$ cat config.mk
export PLATFORM = sky130hd
export DESIGN_NAME = bsg_nonsynth_clock_period_monitor
export DESIGN_NICKNAME = d
export VERILOG_FILES = /design/src/rtl/bsg_nonsynth_clock_period_monitor.sv
export SDC_FILE = /design/constraint.sdc
export NUM_CORES = 1
export LEC_CHECK = 0
export CORE_MARGIN = 4
export CORE_UTILIZATION = 40
export DETAILED_ROUTE_END_ITERATION = 7
export PLACE_DENSITY = 0.73
export RECOVER_POWER = 100
export SLEW_MARGIN = 40
export SYNTH_ARGS = -nofsm -noshare
export SYNTH_HDL_FRONTEND = slang
export SYNTH_SLANG_ARGS = --single-unit
$ cat constraint.sdc
create_clock -name clk_i -period 3.2 [get_ports clk_i]
set_clock_uncertainty 0.15 [all_clocks]
set_input_delay 0.32 -clock clk_i [delete_from_list [all_inputs] [get_ports clk_i]]
set_output_delay 0.32 -clock clk_i [all_outputs]
set_load 0.005 [all_outputs]
$ cat src/rtl/bsg_nonsynth_clock_period_monitor.sv
// Measures each period of a free-running monitored clock in sampling-clock cycles and reports it
// over valid/ready. Define BSG_CLOCK_MON_MINMAX_EN to add min_o/max_o period tracking.
module bsg_nonsynth_clock_period_monitor #(
    parameter int width_p           = 16,
    parameter int expected_cycles_p = 10,
    parameter int tolerance_p       = 1,
    parameter int timeout_p         = 1024
) (
    input  logic               clk_i,
    input  logic               reset_i,
    input  logic               mon_clk_i,
    input  logic               clear_i,
    output logic               v_o,
    output logic [width_p-1:0] period_o,
    input  logic               ready_i,
    output logic               err_o,
    output logic               overrun_o,
    output logic               stall_o
`ifdef BSG_CLOCK_MON_MINMAX_EN
    ,
    output logic [width_p-1:0] min_o,
    output logic [width_p-1:0] max_o
`endif
);

    // Bounds kept one bit wider than the counter so expected+tolerance cannot wrap.
    localparam logic [width_p:0]   LO_C      = (expected_cycles_p > tolerance_p)
                                             ? (width_p+1)'(expected_cycles_p - tolerance_p) : '0;
    localparam logic [width_p:0]   HI_C      = (width_p+1)'(expected_cycles_p + tolerance_p);
    localparam logic [width_p-1:0] TIMEOUT_C = width_p'(timeout_p);
    localparam logic [width_p-1:0] SAT_C     = '1;

    typedef enum logic [1:0] {S_IDLE, S_ARMED, S_STALL} state_e;

    logic               r_s1, r_s2, r_s3;
    logic [width_p-1:0] r_cnt;
    state_e             r_state;
    logic               r_stall;
    logic               r_v;
    logic [width_p-1:0] r_period;
    logic               r_err;
    logic               r_overrun;

    logic               w_rise;
    logic               w_meas_v;
    logic               w_stall_hit;
    logic [width_p:0]   w_meas_ext;
    logic               w_out_tol;
    logic               w_err_set;
    logic               w_ovr_set;

    assign w_rise      = r_s2 & ~r_s3;
    assign w_meas_v    = (r_state == S_ARMED) & w_rise;
    assign w_stall_hit = (r_state == S_ARMED) & ~w_rise & (r_cnt == TIMEOUT_C);
    assign w_meas_ext  = {1'b0, r_cnt};
    assign w_out_tol   = (w_meas_ext < LO_C) | (w_meas_ext > HI_C);
    assign w_err_set   = (w_meas_v & w_out_tol) | w_stall_hit;
    assign w_ovr_set   = w_meas_v & r_v & ~ready_i;

    always_ff @(posedge clk_i or posedge reset_i) begin
        if (reset_i) begin
            r_s1 <= 1'b0;
            r_s2 <= 1'b0;
            r_s3 <= 1'b0;
        end else begin
            r_s1 <= mon_clk_i;
            r_s2 <= r_s1;
            r_s3 <= r_s2;
        end
    end

    always_ff @(posedge clk_i or posedge reset_i) begin
        if (reset_i)            r_cnt <= '0;
        else if (w_rise)        r_cnt <= width_p'(1);
        else if (r_cnt != SAT_C) r_cnt <= r_cnt + width_p'(1);
    end

    // A rise out of STALL only re-arms; the stalled interval is never reported.
    always_ff @(posedge clk_i or posedge reset_i) begin
        if (reset_i) begin
            r_state <= S_IDLE;
            r_stall <= 1'b0;
        end else begin
            case (r_state)
                S_IDLE:  if (w_rise) r_state <= S_ARMED;
                S_ARMED: if (w_stall_hit) begin
                    r_state <= S_STALL;
                    r_stall <= 1'b1;
                end
                S_STALL: if (w_rise) begin
                    r_state <= S_ARMED;
                    r_stall <= 1'b0;
                end
                default: begin
                    r_state <= S_IDLE;
                    r_stall <= 1'b0;
                end
            endcase
        end
    end

    always_ff @(posedge clk_i or posedge reset_i) begin
        if (reset_i) begin
            r_v      <= 1'b0;
            r_period <= '0;
        end else if (w_meas_v && (!r_v || ready_i)) begin
            r_v      <= 1'b1;
            r_period <= r_cnt;
        end else if (r_v && ready_i) begin
            r_v      <= 1'b0;
        end
    end

    always_ff @(posedge clk_i or posedge reset_i) begin
        if (reset_i) begin
            r_err     <= 1'b0;
            r_overrun <= 1'b0;
        end else begin
            if (w_err_set)    r_err <= 1'b1;
            else if (clear_i) r_err <= 1'b0;
            if (w_ovr_set)    r_overrun <= 1'b1;
            else if (clear_i) r_overrun <= 1'b0;
        end
    end

`ifdef BSG_CLOCK_MON_MINMAX_EN
    logic [width_p-1:0] r_min, r_max;

    always_ff @(posedge clk_i or posedge reset_i) begin
        if (reset_i) begin
            r_min <= '1;
            r_max <= '0;
        end else if (w_meas_v) begin
            r_min <= (clear_i || r_cnt < r_min) ? r_cnt : r_min;
            r_max <= (clear_i || r_cnt > r_max) ? r_cnt : r_max;
        end else if (clear_i) begin
            r_min <= '1;
            r_max <= '0;
        end
    end

    assign min_o = r_min;
    assign max_o = r_max;
`endif

    assign v_o       = r_v;
    assign period_o  = r_period;
    assign err_o     = r_err;
    assign overrun_o = r_overrun;
    assign stall_o   = r_stall;

endmodule

## Yosys cells after proc, flatten, opt, wreduce, memory -nomap -nowiden

Index checks and enable logic that the tools add are counted.

| word-level totals | value |
|---|---|
| bits in registers | 41 |
| input port bits | 5 |
| word-level logic and storage cells | 58 |

| cells by class | value |
|---|---|
| equality and inequality tests | 7 |
| $lt $le $gt $ge | 2 |
| bitwise logic cells | 13 |
| reduce and logical (&&, ||, !) cells | 12 |
| add/sub/neg operators | 1 |
| muxes and demuxes | 13 |

Operators by type and width:

| operator | number |
|---|---|
| 16-bit 2-to-1 mux | 2 |
| 16-bit by 1-bit adder with 16-bit output, second input constant | 1 |
| 16-bit by 11-bit equality test with 1-bit output, second input constant | 1 |
| 16-bit by 4-bit > comparator with 1-bit output, second input constant | 1 |
| 16-bit by 4-bit < comparator with 1-bit output, second input constant | 1 |
| 16-bit inequality test, second input constant | 1 |
| 2-bit nonzero test | 4 |
| 1-bit bitwise AND | 7 |
| 1-bit 2-to-1 mux | 7 |
| 2-bit 2-to-1 mux | 2 |
| 2-bit inequality test, second input constant | 2 |
| 1-bit NOT | 4 |
| 2-bit one-hot mux with 2 select lines | 1 |
| 1-bit one-hot mux with 3 select lines | 1 |
| 3-bit AND reduction | 1 |
| 2-bit by 1-bit equality test with 1-bit output, second input constant | 1 |
| 2-bit equality test, second input constant | 1 |
| 1-bit logical AND | 2 |
| 2-bit zero test | 1 |
| 2-bit by 1-bit inequality test with 1-bit output, second input constant | 1 |
| 1-bit OR | 2 |
| 2-bit AND reduction | 1 |
| 2-bit OR reduction | 1 |
| 1-bit zero test | 1 |
| 1-bit logical OR | 1 |

## Longest topological paths before layout

| depth | value |
|---|---|
| depth in word-level cells | 7 |
| gate-level depth with buffers | 5 |
| mapped depth without buffers | 5 |

## Least setup slack after synthesis

OpenSTA, ideal clock, no wires.

| path | value |
|---|---|
| path kind | register to register |
| from | reg r_cnt[1] |
| to | reg r_cnt[14] |
| setup slack | 1.288 ns |
| stages on the path, launching flop included | 6 |
| required time | 2.972 ns |
| arrival time | 1.684 ns |
| period minus slack after synthesis | 1.912 ns |
| path buffers | 0 |
| path through | dfrtp_1 > ha_1 > nand4_2 > a211o_1 > or3_1 > a21oi_1 |

| between the ends | value |
|---|---|
| longest elaborated chain between the ends | 3 |

RTL lines:

| item | line | source |
|---|---|---|
| start, declared | 36 | `logic [width_p-1:0] r_cnt;` |
| start signal, assigned | 74 | `else if (w_rise) r_cnt <= width_p'(1);` |
| start signal, assigned | 75 | `else if (r_cnt != SAT_C) r_cnt <= r_cnt + width_p'(1);` |
| 16-bit by 1-bit adder with 16-bit output | 75 |  |
| 16-bit 2-to-1 mux | 75 |  |
| 16-bit 2-to-1 mux | 74 |  |

Several ways; a longest one is shown, not always the timed one. The select of a mux whose other input is x is not followed.
A chain may end at the register's enable or synchronous reset.

## Worst setup path in the final report

| path | value |
|---|---|
| from | reg r_cnt[0] |
| to | reg r_cnt[6] |

The elaborated chain is that of the path after synthesis.

==> impl_metrics.py <==
metrics = {
    "layout": {
        "area_delta_synth_final_pct": 20.1,
        "mostFrequentLayoutCells": "dfrtp_1, dlygate4sd3_1, mux2_2",
        "drive_above_1_share_pct": 14.5,
        "fin_cells": 238,
        "layout_commonest_cell": "dfrtp_1",
        "num-nets-final": 192,
        "antenna_cells": 0,
    },
    "floorplanning": {
        "die_y_um": 76.5,
        "ios": 25,
        "initial_core_util_pct": 42.2,
        "dieArea_sq_mm": 0.00585,
        "rows": 24,
        "die_w_um": 76.5,
        "core_sq_mm": 0.00444,
    },
    "worst_setup_path": {
        "end_kind": "register",
        "crit_family": "simple AND/OR/NAND/NOR gates",
        "crit_fanout": 10,
        "path_class": "register to register",
        "slowest_delay_ns": 0.63,
        "slowest_stage": "nor4_4",
        "required_ns": 3.23,
        "critPathLaunchType": "register",
        "worstPathArrival_ns": 2.31,
        "cp_num_buf_inv": 0,
        "crit_chain": "ha_1, nand4_1, nor4_4, o311ai_0, o41ai_1",
    },
    "global_route": {
        "grt_start_max_net_pins": 42,
        "gr-total-overflow": 0,
        "grt_pass1_wl_um": 6670,
        "antenna_found_initial": 0,
        "grt_pass1_vias": 1416,
        "grt_usage_pct": 14.1,
    },
    "route": {
        "dr.first_iter.drc_count": 84,
        "drc": 0,
        "drt-met1-wl_um": 1700,
        "drtAntennaViolNets": 0,
        "vias": 1363,
        "routedWlPerCell_um": 15.6,
        "top_layer": "met4",
        "wl_met3_um": 118,
        "drt-vias-per-instance": 5.73,
        "totalWireLength_um": 3720,
        "dr.pass1.iters": 4,
        "wl_met2_um": 1830,
    },
    "timing": {
        "clock.fmax_mhz": 439,
        "final-max-slew-violation-count": 0,
        "fin_crit_sh_pct": 71.3,
        "slew_headroom_pct": 52.1,
        "setup_tns_ns": 0,
        "hold_viol_final": 0,
        "setup_viol": 0,
        "finalCriticalPeriod_ns": 2.28,
        "worst_pin_slew_ns": 0.717,
        "rsz0062_at_grt": "no",
    },
    "clock_tree": {
        "cts_tree": "built",
        "clk_pin_slew_ns": 0.07,
        "cts_htree_levels": 2,
        "worstSkewPairLatency_ns": 0.29,
        "cts-root-buf": "clkbuf_8",
        "numCtsBuffers": 5,
        "post_cts_buffers": 0,
        "postCtsResizedCells": 0,
        "clock-sinks": 41,
        "ctsHoldBuffers": 0,
        "cts_max_path_buffers": 2,
    },
    "logic_synthesis": {
        "syn_inst": 159,
        "synth-seq-cells": 41,
        "yosysWarnings": 0,
        "synth_seq_area_share_pct": 54.7,
        "synth_edf_count": 0,
        "yosysUniqueCellTypes": 44,
        "synth_flop_cell": "dfrtp_1",
        "synth_area_sq_mm": 0.00188,
        "synth-async-reset-ratio_pct": 100,
        "avgSynthCellArea_sq_um": 11.8,
        "syn_nets": 166,
    },
    "placed_design": {
        "io_buffer_count": 24,
        "hpwl_um": 2520,
        "gp_congestion": 0.849,
        "dp_cells": 230,
    },
    "hold_path": {
        "min_path_type": "register to register",
    },
    "outcome": {
        "status": "complete, no violations",
    },
    "pwr": {
        "ir_drop_uv": 180,
        "total_leakage_power_nw": 1.05,
        "p_per_area_mw_per_mm2": 545,
    },
    "run": {
        "drv_cap": 0,
    },
}
## layout make-up
class	count	area (sq um)
fillers	409	2190
clock buffers	7	86.3
repair buffers	26	255
multi-input cells	105	769
flip-flops and latches	41	1030
clock inverters	1	30.0
inverters	6	22.5
well taps	52	65.1
## layer usage
metal | vias to the layer above | global-route usage, %
li1 | 651 | -
met1 | 673 | 17.9
met2 | 32 | 23.2
met3 | 7 | 2.25
met4 | 0 | 7.43
met5 | - | 0
## flip-flops by register name, indices dropped and copies added, names as in the netlist
| register | cells |
|---|---|
| r_s1 | 1 |
| err_o | 1 |
| stall_o | 1 |
| r_cnt | 16 |
| v_o | 1 |
| r_s2 | 1 |
| r_s3 | 1 |
| r_state | 2 |
| period_o | 16 |
| overrun_o | 1 |
## stage by stage
step	power [W]	cell area, sq um	utilization [%]	worst slack, ns	hold WS (ns)
final	0.00123	2250	50.7	0.920	0.223
after CTS	0.00126	2260	50.9	1.05	0.234
after global placement	0.000824	2150	48.3	1.08	0.183
after floorplan	0.000750	1880	-	1.29	0.181
after global routing	0.00130	2250	50.7	0.652	0.237
after detailed placement	0.000828	2150	48.3	1.06	0.215
## report_power, final
group | switching [W] | total (W) | internal, W
Combinational | 0.0000794 | 0.000179 | 0.0000996
Clock | 0.000173 | 0.000427 | 0.000254
Sequential | 0.0000541 | 0.000622 | 0.000568
Total | 0.000306 | 0.00123 | 0.000922
## Yosys cell counts, drive strengths merged (3+ instances only)
library cell | instances | area [sq um]
a21oi | 7 | 35.0
buf | 6 | 47.5
dfrtp | 41 | 1030
inv | 6 | 22.5
mux2 | 16 | 180
nand2 | 5 | 18.8
nand2b | 4 | 25.0
nand3 | 9 | 45.0
nand4 | 5 | 37.5
nor2 | 7 | 26.3
nor3 | 4 | 20.0
nor4 | 6 | 52.6
o21ai | 4 | 20.0
o41ai | 4 | 35.0
or3 | 3 | 18.8
## cells by family after synthesis
| kind of cell | after synthesis | synth area share [%] |
|---|---|---|
| xor gates and xnor gates | 3 | 1.40 |
| and+or+nand+nor | 54 | 17.7 |
| buffers and inverters | 13 | 3.93 |
| adders and majority gates | 2 | 1.33 |
| muxes | 17 | 10.1 |
| AOI/OAI and AO/OA | 29 | 10.9 |
| DFF | 41 | 54.7 |
## worst paths after layout
kind / cells after the start / end / startpoint / slack, ns
min reg2reg: 0 / r_s2$_DFF_PP0_ / r_s1$_DFF_PP0_ / 0.22
max in group asynchronous: 3 / period_o[5]$_DFFE_PP0P_ / reset_i / 2.11
min in group asynchronous: 3 / r_cnt[10]$_DFFE_PP0P_ / reset_i / 0.44
max: 5 / r_cnt[6]$_DFFE_PP0P_ / r_cnt[0]$_DFFE_PP0P_ / 0.92
max reg2reg: 5 / r_cnt[6]$_DFFE_PP0P_ / r_cnt[0]$_DFFE_PP0P_ / 0.92
min: 0 / r_s2$_DFF_PP0_ / r_s1$_DFF_PP0_ / 0.22
Power figures use the tool's default switching activity.
